File: config.mk
export PLATFORM = sky130hd
export DESIGN_NAME = register_file
export DESIGN_NICKNAME = d
export VERILOG_FILES = /design/src/rtl/register_file.sv
export SDC_FILE = /design/constraint.sdc
export NUM_CORES = 2
export LEC_CHECK = 0
export CAP_MARGIN = 20
export CELL_PAD_IN_SITES_DETAIL_PLACEMENT = 0
export CELL_PAD_IN_SITES_GLOBAL_PLACEMENT = 1
export CORE_ASPECT_RATIO = 0.9
export CORE_UTILIZATION = 45
export DETAILED_ROUTE_END_ITERATION = 10
export GPL_TIMING_DRIVEN = 0
export PLACE_DENSITY_LB_ADDON = 0.1
export SETUP_SLACK_MARGIN = 0.2
export SLEW_MARGIN = 10
export SYNTH_ARGS = -nofsm -noshare
export SYNTH_HDL_FRONTEND = slang
export SYNTH_SLANG_ARGS = --single-unit
File: constraint.sdc
create_clock -name clk -period 6.9 [get_ports clk]
set_clock_uncertainty 0.05 [all_clocks]
set_input_delay 1.38 -clock clk [delete_from_list [all_inputs] [get_ports clk]]
set_output_delay 1.38 -clock clk [all_outputs]
set_load 0.03 [all_outputs]
File: src/rtl/register_file.sv
// register_file: 64x32 MIPS-style register file, two combinational read ports, one synchronous write port.
// Entry 0 has no storage and always reads zero; reset wins over a simultaneous write.
module register_file #(
    parameter int DATA_WIDTH = 32,
    parameter int ADDR_WIDTH = 6
) (
    input  logic                  clk,
    input  logic                  reset,
    input  logic                  regwrite,
    input  logic [ADDR_WIDTH-1:0] read_reg1,
    input  logic [ADDR_WIDTH-1:0] read_reg2,
    input  logic [ADDR_WIDTH-1:0] write_reg,
    input  logic [DATA_WIDTH-1:0] write_data,
    output logic [DATA_WIDTH-1:0] read_data1,
    output logic [DATA_WIDTH-1:0] read_data2
);
    localparam int DEPTH = 2 ** ADDR_WIDTH;
    logic [DATA_WIDTH-1:0] r_mem [1:DEPTH-1];
    logic                  w_we;
    assign w_we = regwrite && (write_reg != '0);
    always_ff @(posedge clk) begin
        if (reset) begin
            for (int i = 1; i < DEPTH; i++) r_mem[i] <= '0;
        end else if (w_we) begin
            r_mem[write_reg] <= write_data;
        end
    end
    // No bypass: a same-cycle write becomes visible only after the edge.
    assign read_data1 = (read_reg1 == '0) ? '0 : r_mem[read_reg1];
    assign read_data2 = (read_reg2 == '0) ? '0 : r_mem[read_reg2];
endmodule

======== Word-level counts from Yosys, hierarchy flattened ========
Memories as Yosys holds them, arrays and structs flattened.
Cells that the tools add are included.
storage, ports and cells
  register bits after elaboration ......... 0
  bits of input ports ..................... 53
  memories ................................ 1
  memory bits (read-only) ................. 0
  memory bits (writable) .................. 2016
  latch bits .............................. 0
cells by class
  multiply operators ...................... 0
  order comparisons ....................... 0
  divide/modulo/power cells ............... 0
  bitwise operators ....................... 0
  eq/ne operators ......................... 0
  shift-type cells ........................ 0
  muxes and demuxes ....................... 10
  reduce and logical (&&, ||, !) cells .... 5
  add/subtract/negate cells ............... 0
memory list
  name   words  width  read ports  clocked after memory_dff  write ports  RTL line  RTL
  r_mem  63     32     2           0                         63           18        logic [DATA_WIDTH-1:0] r_mem [1:DEPTH-1];
operators by type and width
  operator           count
  $mux 32            3
  $reduce_or 32->1   1
  $logic_not 6->1    2
  $mux 1             6
  $mux 6             1
  $reduce_bool 6->1  1
  $logic_and 1x1->1  1

======== Longest topological paths before layout ========
  word-level depth ........................ 7
  gate-level depth with buffers ........... 11

======== Worst setup path before layout ========
No wires, ideal clock.
  path kind ............................... in2out
  start ................................... in read_reg2[0]
  end ..................................... out read_data2[20]
  path slack .............................. 1927 ps
  stages on the path ...................... 11
  arrival ................................. 3543 ps
  data required time ...................... 5470 ps
  cell sequence ........................... buf_6 -> buf_8 -> buf_12 -> buf_6 -> buf_6 -> buf_6 -> buf_6 -> mux2i_1 -> o221ai_1 -> a221oi_1 -> o31ai_1
on the way
  word-level cells in the longest chain between the ends .. 2
  elaborated cells between the ends (all ways) .. 3
RTL lines
  what                                              RTL line  RTL
  start: declaration                                11        input logic [ADDR_WIDTH-1:0] read_reg2,
  $mem_v2 63x32 or $logic_not 6->1 (tied branches)  n/a
  $mux 32 *                                         30        assign read_data2 = (read_reg2 == '0) ? '0 : r_mem[read_reg2];
  end: declaration                                  15        output logic [DATA_WIDTH-1:0] read_data2
Mark *: on every way between the ends. The rest lies on a longest branch, timed or not.

======== Worst setup path in the final report ========
  start ................................... in read_reg1[2]
  end ..................................... out read_data1[5]
on the way
  word-level cells in the longest chain between the ends .. 2
  elaborated cells between the ends (all ways) .. 3
RTL lines
  what                                              RTL line  RTL
  start: declaration                                10        input logic [ADDR_WIDTH-1:0] read_reg1,
  $mem_v2 63x32 or $logic_not 6->1 (tied branches)  n/a
  $mux 32 *                                         29        assign read_data1 = (read_reg1 == '0) ? '0 : r_mem[read_reg1];
  end: declaration                                  14        output logic [DATA_WIDTH-1:0] read_data1,
Marks and branches as above.

==> out/results.ini <==
[outcome]
outcome=finished, violations left
violations=setup timing

[timing]
fmax_ghz=0.140
worst_pin_slew_ns=1.35
fin_crit_sh_pct=103
rsz0062_at_grt=true
finalMaxSlewViolations=0
setup_ws_ns=-0.219
slew_headroom_pct=9.57
finalSetupViolations=32
finalHoldViolCount=0
final.min_clock_period_ns=7.12

[die]
coreArea_um2=242000
dieArea_um2=245000
die_height_um=470
initial_core_util_pct=45.3
ios=117
die_w_um=522
rows=171

[worst_setup_path]
arrival_ns=5.69
endpoint_kind=output port
path_max_fanout=10
required_ns=5.47
crit_path_start_kind=primary input
critical_path_class=in2out

[routing]
initialDrtViolationCount=18600
wl_per_cell_um=58.5
avgViaCountPerCell=7.57
drc=0
num_vias=84200
wl_mm=650
antenna_left=0
drt_pass1_iterations=9

[power_and_ir_drop]
switching_share_pct=30.6
power.share.sequential_pct=44.4
internal_power_uw=23000
clkPwrFrac_pct=37.7
peakVddDrop_mv=0.226
power_density_nw_per_um2=262
finalPower_uw=33200
leakage_uw=0.0435
combPwrFrac_pct=17.9
p_sw_uw=10100

[clocking]
cts_buffers=230
cts.sinks=2048
htree_levels=4
cts_tree=built
clk_pin_slew_ns=0.06
clock_path_buffers=4
clockRootBuffer=clkbuf_16

[place]
portBuffers=106
place.gp.congestion=1.14
dpl.cell_count=10600
post-dp-hpwl_mm=481
place_area_um2=117000
pre_cts_ws_ns=-2.68

[synth]
async_flop_share_pct=0
ys_types=57
yosys-top-cells-area=edfxtp_1 (56%), mux4_2 (21%), and2_1 (12%)
ys_warn_count=0
syn_area_um2=109000
avgSynthCellArea_um2=15.4
ys.flop_type=edfxtp_1
synth-edff-count=2048
synth-seq-cells=2048
ys_seq_area_share_pct=56.2
yosysTopAreaCell=edfxtp_1
synth_top_area_share_pct=56.2
syn_inst=7117

[grt]
grt_usage_pct=52.5
grt.overflow.total=0
antenna_found_initial=127
grt_max_degree=33
grt_pass1_wl_mm=806
grt_pass1_vias=74200

[finish]
largest_register_ffs=2048
postLayoutCoreUtil_pct=52.4
nNetsFinal=7683
final_cell_mix=edfxtp_1 (2048), and2_1 (2020), mux4_2 (1008)
layout-drive-gt1-share_pct=27.1
layout_commonest_cell=edfxtp_1
fin_area_um2=127000
regMostFlops=r_mem
area_growth_pct=15.7
top_regs=r_mem: 2048 flops
instances_no_fill=11100

[run]
maxCapViolations=0

[min_path]
worstHoldPathType=in2reg
min_path_cells=1

what timing repair did:
action	4_1_cts	5_1_grt
gates resized for setup	528	47
setup buffers	7	0
setup endpoints to repair	64	29
endpoints found under the hold margin	0	0
hold buffers	0	0
pin swaps	14	7
cells in the mapped netlist, types with 2 or more instances:
library cell and instances:
nand3_1 30, mux2i_1 306, nor2_1 199, o2111ai_1 6, a31oi_1 7, inv_2 2
a211oi_1 2, a22oi_1 24, mux2_2 64, mux4_2 1008, nand4_1 13, o211ai_1 18
nand2b_1 6, nand2_1 114, a211o_1 37, clkbuf_1 530, or2_2 65, o22a_1 2
buf_4 59, nor2b_1 10, a32oi_1 2, nand3b_1 6, o221ai_1 71, buf_6 26
a221oi_1 32, and2_1 2020, or3_1 14, or3b_2 6, a221o_1 19, and3_1 3
inv_1 3, a21o_1 6, buf_2 116, a22o_1 6, o21ai_1 13, buf_1 33
a21oi_1 41, o22ai_1 96, edfxtp_1 2048, a2111oi_0 16, o21ai_0 22
power groups by stage:
stage | Sequential, µW | Clock, µW | Combinational, µW
3_5_place_dp | 14900 | 0 | 5240
2_1_floorplan | 14800 | 0 | 2340
4_1_cts | 14700 | 12300 | 5410
6_report | 14700 | 12500 | 5950
3_3_place_gp | 14900 | 0 | 5090
5_1_grt | 14800 | 12700 | 5630
path summary, 6_finish.rpt:
| path | from | to | slack (ns) |
|---|---|---|---|
| min | write_data[16] | r_mem[0][16]$_DFFE_PP_ | 0.80 |
| max | read_reg1[2] | read_data1[5] | -0.22 |
routing by layer:
| metal | GRT usage [%] | vias up | wire length, µm |
|---|---|---|---|
| li1 | - | 28600 | - |
| met1 | 64.7 | 44000 | 223000 |
| met2 | 64.5 | 9496 | 242000 |
| met3 | 34.0 | 2027 | 126000 |
| met4 | 37.5 | 52 | 57600 |
| met5 | 4.94 | - | 2030 |
cells by family after synthesis:
family | count (synthesis) | synth area share, %
buf+inv | 771 | 3.18
simple gates | 2489 | 13.5
compound gates | 430 | 2.91
flops | 2048 | 56.2
mux | 1378 | 24.2
other cells | 1 | 0.00343
area by class of cell:
type | instances | area, µm²
Fill cell | 20100 | 115000
Sequential cell | 2048 | 61500
Multi-Input combinational cell | 4329 | 45700
Clock buffer | 278 | 5980
Buffer | 766 | 4470
Tap cell | 3200 | 4000
Timing Repair Buffer | 250 | 3440
Clock inverter | 135 | 1200
Antenna cell | 108 | 270
Inverter | 5 | 21.3
critical path: stages:
cell	delay, ns
clkdlybuf4s50_1	0.69
buf_4	0.31
buf_4	0.32
buf_2	0.35
buf_8	0.20
mux4_2	0.64
a22oi_2	0.79
nand3_1	0.28
clkdlybuf4s50_1	0.66
per-stage QoR:
stage,hold WS (ns),TNS (ns)
finish,0.803,-2.49
global route,0.776,0
CTS,0.780,0
detailed placement,1.77,-97.31
global placement,2.64,-186.23
floorplan,1.43,0
No activity file was read; power rests on OpenSTA's default activity.
